`src/rtl/alfsr_seq.sv`:
```
// Sequencer for an analog LFSR: serially configures it, waits out warm-up,
// watches the health-test flags and retries with a rotated word on failure.
//
// state    | meaning
// ---------+-------------------------------------------------------------
// S_IDLE   | waiting for start; ALFSR and health test held in reset
// S_SHIFT  | shadow word clocked out MSB first on lfsr_clk / lfsr_din
// S_SETTLE | 2-cycle gap before releasing the resets
// S_WARMUP | resets released, health-test errors ignored
// S_RUN    | rng_valid high, registered err_in monitored
// S_FAULT  | 4-cycle reset pulse, then retry or give up
// S_DEAD   | retry budget exhausted; fail high until stop or rst
module alfsr_seq #(
  parameter int CFG_W     = 16,
  parameter int CLK_DIV   = 4,
  parameter int WARMUP    = 64,
  parameter int MAX_RETRY = 3
) (
  input  logic             clk,
  input  logic             rst,
  input  logic             start,
  input  logic             stop,
  input  logic [CFG_W-1:0] cfg_word,
  input  logic [3:0]       err_in,
  output logic             lfsr_clk,
  output logic             lfsr_din,
  output logic             alfsr_rst_n,
  output logic             nist_rstn,
  output logic             rng_valid,
  output logic             busy,
  output logic             fail,
  output logic [1:0]       retry_cnt
);

  localparam int BW = (CFG_W > 1) ? $clog2(CFG_W) : 1;
  localparam logic [7:0]    DIV_LD    = 8'(CLK_DIV - 1);
  localparam logic [BW-1:0] BIT_LD    = BW'(CFG_W - 1);
  localparam logic [15:0]   WU_LD     = 16'(WARMUP);
  localparam logic [1:0]    RETRY_TOP = 2'(MAX_RETRY - 1);

  typedef enum logic [2:0] {
    S_IDLE, S_SHIFT, S_SETTLE, S_WARMUP, S_RUN, S_FAULT, S_DEAD
  } state_t;

  state_t           state, state_nx;
  logic [CFG_W-1:0] shadow, shadow_nx;
  logic [7:0]       div_cnt, div_nx;
  logic [BW-1:0]    bit_cnt, bit_nx;
  logic [15:0]      tmr, tmr_nx;
  logic [1:0]       retry_nx;
  logic [3:0]       err_q;
  logic             din_nx, lclk_nx;

  always_ff @(posedge clk or posedge rst) begin
    if (rst) state <= S_IDLE;
    else     state <= state_nx;
  end

  always_comb begin
    state_nx  = state;
    shadow_nx = shadow;
    div_nx    = div_cnt;
    bit_nx    = bit_cnt;
    tmr_nx    = tmr;
    retry_nx  = retry_cnt;
    din_nx    = lfsr_din;
    lclk_nx   = 1'b0;
    case (state)
      S_IDLE: begin
        if (start && !stop) begin
          shadow_nx = cfg_word;
          retry_nx  = '0;
          state_nx  = S_SHIFT;
          div_nx    = DIV_LD;
          bit_nx    = BIT_LD;
          din_nx    = cfg_word[CFG_W-1];
        end
      end
      S_SHIFT: begin
        // data only moves on the falling half so it is stable at the rise
        if (div_cnt == 8'd0) begin
          div_nx = DIV_LD;
          if (!lfsr_clk) begin
            lclk_nx = 1'b1;
          end else if (bit_cnt == '0) begin
            state_nx = S_SETTLE;
            tmr_nx   = 16'd1;
          end else begin
            bit_nx = bit_cnt - BW'(1);
            din_nx = shadow[bit_nx];
          end
        end else begin
          div_nx  = div_cnt - 8'd1;
          lclk_nx = lfsr_clk;
        end
      end
      S_SETTLE: begin
        if (tmr == 16'd0) begin
          state_nx = S_WARMUP;
          tmr_nx   = WU_LD;
        end else begin
          tmr_nx = tmr - 16'd1;
        end
      end
      S_WARMUP: begin
        if (tmr == 16'd0) state_nx = S_RUN;
        else              tmr_nx   = tmr - 16'd1;
      end
      S_RUN: begin
        if (|err_q) begin
          state_nx = S_FAULT;
          tmr_nx   = 16'd3;
        end
      end
      S_FAULT: begin
        if (tmr != 16'd0) begin
          tmr_nx = tmr - 16'd1;
        end else if (retry_cnt == RETRY_TOP) begin
          state_nx = S_DEAD;
        end else begin
          retry_nx  = retry_cnt + 2'd1;
          shadow_nx = {shadow[CFG_W-2:0], shadow[CFG_W-1]};
          state_nx  = S_SHIFT;
          div_nx    = DIV_LD;
          bit_nx    = BIT_LD;
          din_nx    = shadow[CFG_W-2];
        end
      end
      S_DEAD: ;
      default: state_nx = S_IDLE;
    endcase
    if (stop && state != S_IDLE) begin
      state_nx = S_IDLE;
      lclk_nx  = 1'b0;
    end
  end

  always_ff @(posedge clk or posedge rst) begin
    if (rst) begin
      shadow      <= '0;
      div_cnt     <= '0;
      bit_cnt     <= '0;
      tmr         <= '0;
      err_q       <= '0;
      retry_cnt   <= '0;
      lfsr_clk    <= 1'b0;
      lfsr_din    <= 1'b0;
      alfsr_rst_n <= 1'b0;
      nist_rstn   <= 1'b0;
      rng_valid   <= 1'b0;
      busy        <= 1'b0;
      fail        <= 1'b0;
    end else begin
      shadow      <= shadow_nx;
      div_cnt     <= div_nx;
      bit_cnt     <= bit_nx;
      tmr         <= tmr_nx;
      // flags seen before RUN never reach the fault check
      err_q       <= (state == S_RUN) ? err_in : 4'd0;
      retry_cnt   <= retry_nx;
      lfsr_clk    <= lclk_nx;
      lfsr_din    <= din_nx;
      alfsr_rst_n <= (state_nx == S_WARMUP) || (state_nx == S_RUN);
      nist_rstn   <= (state_nx == S_WARMUP) || (state_nx == S_RUN);
      rng_valid   <= (state_nx == S_RUN);
      busy        <= (state_nx != S_IDLE);
      fail        <= (state_nx == S_DEAD);
    end
  end

endmodule

```
`config.mk`:
```
export PLATFORM = sky130hd
export DESIGN_NAME = alfsr_seq
export DESIGN_NICKNAME = d
export VERILOG_FILES = /design/src/rtl/alfsr_seq.sv
export SDC_FILE = /design/constraint.sdc
export NUM_CORES = 1
export LEC_CHECK = 0
export ABC_CLOCK_PERIOD_IN_PS = 2500
export CORE_MARGIN = 2
export CORE_UTILIZATION = 47
export DETAILED_ROUTE_END_ITERATION = 8
export HOLD_SLACK_MARGIN = 0.05
export PLACE_DENSITY = 0.74
export SLEW_MARGIN = 20
export SYNTH_ARGS = -nofsm -noshare
export SYNTH_HDL_FRONTEND = slang
export SYNTH_SLANG_ARGS = --single-unit
```
`constraint.sdc`:
```
create_clock -name clk -period 2.5 [get_ports clk]
set_input_delay 0.5 -clock clk [delete_from_list [all_inputs] [get_ports clk]]
set_output_delay 0.5 -clock clk [all_outputs]
set_load 0.005 [all_outputs]
```
* Yosys cells after proc, flatten, opt, wreduce, memory -nomap -nowiden
Index checks and enable logic that the tools add are counted.
** Storage, ports and cells
- Output and inout bits :: 9
- Register bits after elaboration :: 59
- Logic and storage cells :: 111
** Cells by class
- Equality and inequality tests :: 21
- Muxes and demuxes :: 53
- Reductions and logical operators :: 19
- $lt $le $gt $ge :: 1
- $add $sub $neg :: 4
** Operator list (number)
- 2-to-1 mux 16 bit :: 10
- one-hot mux 16 bit (5 select lines) :: 1
- 2-to-1 mux 8 bit :: 4
- one-hot mux 16 bit (2 select lines) :: 1
- 2-to-1 mux 3 bit :: 10
- 2-to-1 mux 4 bit :: 7
- one-hot mux 8 bit (3 select lines) :: 1
- one-hot mux 3 bit (7 select lines) :: 1
- inequality test 2 bit (second input constant) :: 10
- zero test 16 bit :: 1
- nonzero test 16 bit :: 1
- subtractor 16 x 1 -> 16 bit (second input constant) :: 1
- == test 3 bit (second input constant) :: 5
- AND reduction 7 bit :: 2
- one-hot mux 4 bit (3 select lines) :: 1
- 2-to-1 mux 1 bit :: 11
- == test 3 x 2 -> 1 bit (second input constant) :: 3
- nonzero test 3 bit :: 3
- zero test 8 bit :: 1
- AND reduction 4 bit :: 2
- subtractor 8 x 1 -> 8 bit (second input constant) :: 1
- 2-to-1 mux 2 bit :: 3
- less-than comparator 4 x 5 -> 1 bit (second input constant) :: 1
- nonzero test 5 bit :: 1
- 15 further kinds :: 16

* Logic depth before layout (Yosys ltp)
Gate-level depths: netlist (run 1).
- Word-level depth :: 8
- Gate-level depth with buffers :: 10

* Worst setup path after synthesis (run 1)
No wires, ideal clock.
- Kind :: register to register
- Start :: register bit_cnt[0]
- End :: register tmr[5]
- Data required time :: 2422 ps
- Stages on the path, launching flop included :: 10
- Arrival :: 2389 ps
- Library setup time :: 78 ps
- Slack :: 33 ps
- Path through :: dfrtp_1 clkbuf_1 inv_1 ha_1 nor3b_1 o2bb2ai_1 o31a_1 clkbuf_1 or4b_2 a21oi_1
** On the way
- Word-level cells in the longest chain between the ends :: 3
** RTL lines
- start, declared :: RTL line 48 : logic [BW-1:0] bit_cnt, bit_nx;
- start signal, assigned :: RTL line 156 : bit_cnt <= bit_nx;
- zero test 4 bit :: RTL line 85 : end else if (bit_cnt == '0) begin
- inequality test 2 bit (no line)
- AND reduction 7 bit (no line)
- end signal, assigned :: RTL line 157 : tmr <= tmr_nx;
- end, declared :: RTL line 49 : logic [15:0] tmr, tmr_nx;
No other way between the ends.
A chain may end at the register's enable or synchronous reset.

* Worst setup path after layout (run 1)
- Start :: register tmr[0]
- End :: register tmr[10]
** On the way
- Word-level cells in the longest chain between the ends :: 3
- Elaborated cells between the ends (all ways) :: 10
- Those cells by class :: 1 x add/sub; 2 x eq/ne; 4 x mux; 3 x reduce/logical
** RTL lines
- subtractor 16 x 1 -> 16 bit, or another cell as far along :: RTL line 102, 107, 117
- 2-to-1 mux 16 bit, or another cell as far along :: RTL line 116 : if (tmr != 16'd0) begin
- one-hot mux 16 bit (5 select lines) / AND reduction 7 bit (equally long branches)
Parallel ways exist; a longest one is shown, timed or not. The select of a mux whose other input is x is not followed.

==> results of run 1 <==
Yosys cell counts, types with 3 or more instances:
master,instances
or4_1,11
a31oi_1,7
or3_1,9
o31ai_1,15
mux2_2,33
nor2_1,20
nor3b_1,4
mux2i_1,3
mux4_2,4
clkbuf_1,12
nor3_1,11
nor4_1,4
a21oi_1,20
dfrtp_1,59
nand2b_1,3
nand2_1,14
inv_1,15
buf_2,3
and2_1,4
o21ai_0,17
nand3_1,4
ha_1,6
o41ai_1,4
a211oi_1,3
nand3b_1,3
cell families (layout without fill, tap and decap cells):
group	count (synthesis)	count (layout)	synth area share
compound gates	91	91	0.1776
xor+xnor	3	3	0.007491
fa+ha+maj	6	6	0.02140
buf+inv	32	95	0.03958
flops	59	59	0.4208
mux	40	40	0.1402
simple gates	110	110	0.1929
flip-flops by register name, summed over array words and instances (netlist names), 2 cells and up:
name	count
bit_cnt	4
div_cnt	8
err_q	4
retry_cnt	2
shadow	16
state	3
tmr	16
area by class of cell:
type,instances,area (sq um),share of cell area
multi-input combinational,250,1958,0.4440
sequential,59,1476,0.3348
timing repair buffer,64,610.6,0.1384
clock buffer,10,137.6,0.03121
tap,99,123.9,0.02809
inverter,15,56.30,0.01277
clock inverter,6,47.55,0.01078
stage by stage:
stage                     setup WS (ns)   TNS [ns]
final                           0.04203          0
after global routing           -0.02500   -0.04695
after CTS                      0.009289          0
after detailed placement      -0.007324  -0.007324
after global placement          0.08604          0
after floorplan                 0.03344          0
timing repair:
item,4_1_cts,5_1_grt
resized for setup,2,12
buffers inserted,0,2
setup endpoints to repair,2,25
pin swaps,0,1
worst register-to-register path, stage by stage, from the launching register on:
cell and delay, ns:
dfrtp_1 0.42, inv_2 0.13, ha_4 0.14, or3b_4 0.38, or3_4 0.34, or4_4 0.42, or4_4 0.43, a21oi_2 0.13
worst max-delay path by stage:
stage	startpoint	end	slack [ns]	depth (start not counted)
floorplan	bit_cnt[0]	tmr[5]	0.03	9
global placement	tmr[0]	tmr[10]	0.09	7
detailed placement	tmr[0]	tmr[10]	-0.007	7
CTS	tmr[0]	tmr[10]	0.009	7
global route	tmr[0]	tmr[10]	-0.03	7
finish	tmr[0]	tmr[10]	0.04	7
routing by layer:
layer	vias up	share of wire	global-route usage
met5	-	0	0
met4	0	0.020	0.09872
met1	1478	0.48	0.2933
li1	1426	-	-
met2	66	0.47	0.3465
met3	12	0.037	0.03422
power by group through the flow:
stage          logic (mW)  clock network (mW)  registers, mW
2_1_floorplan        1.00                   0           1.46
3_3_place_gp         1.38                   0           1.53
3_5_place_dp         1.45                   0           1.55
4_1_cts              1.45               0.828           1.53
5_1_grt              1.69               0.876           1.60
6_report             1.52               0.815           1.56
==> results.txt, run 1 <==
Rows - 31
Clk sinks - 59
Total Routing Usage GR - 0.2173
Max Fclk - 406.8 MHz
Final nets - 429
Initial antenna violation count - 0
Slew headroom - 0.6655
Slowest cell on crit path - or4_4
Switch Pwr - 1.441 mW
# IOs - 33
Placer Congestion - 0.8380
Post-synth EDFFs - 0
Drt via density - 5.928
Reg2reg start - tmr[0]
Power density over cell area - 883.7 nW/um^2
CP bufs+invs - 1
Critical Path Max Stage Delay - 0.43 ns
First-pass GRT wire length - 14300 um
Share of flip-flops with an asynchronous set or reset - 1.000
Area post-placement - 4145 sq um
Power Total - 3.898 mW
Clk_skew - 0.01630 ns
Finished Cell Area - 4410 sq um
Synth area leaders - dfrtp_1 42%, mux2_2 11%, o31ai_1 3.2%, a21oi_1 2.9%, mux4_2 2.6%
Clk slew on worst S/H paths - 0.07 ns
Endpoints failing hold - 0
Final setup violation count - 0
Clock network fraction of design power - 0.209
H-tree depth - 3
Synth top area share - 0.4208
Synth Flop Type - dfrtp_1
Reg-to-reg endpoint - tmr[10]
First-pass iteration count of the detailed router - 4
Congestion Overflow GR - 0
Root buffer cell - clkbuf_8
Core area - 7253 sq um
Largest net degree at the start of global routing - 37
Setup Crit Path Kind - reg -> reg
Fin crit share - 0.9832
Register area share after synthesis - 0.4208
Max clock buf depth - 2
Register-to-register setup slack - 0.04 ns
Cell accounting for the most synthesized area - dfrtp_1
Synth-to-Final Area Change - 25.71%
Critical path's top delay family - simple AND/OR/NAND/NOR gates
Post-route insts no fill - 503
Status - complete, no violations
Worst R2R Path Depth - 7
Synthesized area per cell - 10.29 sq um
Detailed placement HPWL - 5956 um
ANT nets after route - 0
Die H - 90.40 um
Die width - 90.40 um
# port buffers - 32
CP required - 2.78 ns
# Max-Cap Violations - 0
Synth Net Count - 371
Starting density of the core - 0.4837
Yosys warns - 0
Combinational power share - 0.391
Least-Margin Pin Slew - 0.4987 ns
# diodes - 0
Share of power burned in registers - 0.400
Unrepaired setup endpoints after global routing - yes
Share of cells above drive strength 1 - 0.2847
Routed WL - 8240 um
Synthesized area - 3508 sq um
FILL cells - 609
Wirelength per Cell - 16.38 um
Drt initial violations - 233
Peak supply drop - 0.5648 mV
Largest fanout on the critical path - 5
Hold buffers post-CTS - 0
Die ar. - 8171 sq um
Final min period - 2.458 ns
Post-layout util - 0.6081
TritonCTS buffer count - 9
CP most frequent cell - or4_4
Crit start category - register
Pint - 2.456 mW
Commonest non-fill, non-tap cell in the layout - dfrtp_1
Vias in the first global route - 2971
Synth unique cells - 62
CP cell instances - inv_2 -> ha_4 -> or3b_4 -> or3_4 -> or4_4 -> or4_4 -> a21oi_2
Net switching fraction of the power - 0.3698
CP Capture Type - register
Hold_ws - 0.3336 ns
Pins Over Slew Limit - 0
Clk_lat worst skew - 0.35 ns
Post-Syn Instances - 341
Hold Path Class - in -> async
CTS tree - done
DRC viols - 0
Most frequent cells in the layout - 59 x dfrtp_1, 33 x mux2_2, 32 x clkdlybuf4s50_1
P_leak - 1.773 nW
Crit path DAT - 2.74 ns
Cell total after placement - 485
Seq cells post-synth - 59
Total number of vias - 2982
(Power assumes the default switching activity.)
==> run 2, diff against run 1 <==
--- a/config.mk
+++ b/config.mk
@@ -11,7 +11,6 @@
 export DETAILED_ROUTE_END_ITERATION = 8
 export HOLD_SLACK_MARGIN = 0.05
 export PLACE_DENSITY = 0.74
-export SLEW_MARGIN = 20
 export SYNTH_ARGS = -nofsm -noshare
 export SYNTH_HDL_FRONTEND = slang
 export SYNTH_SLANG_ARGS = --single-unit
==> results of run 2 <==
Final layout, timing and power as in run 1 (identical DEF).
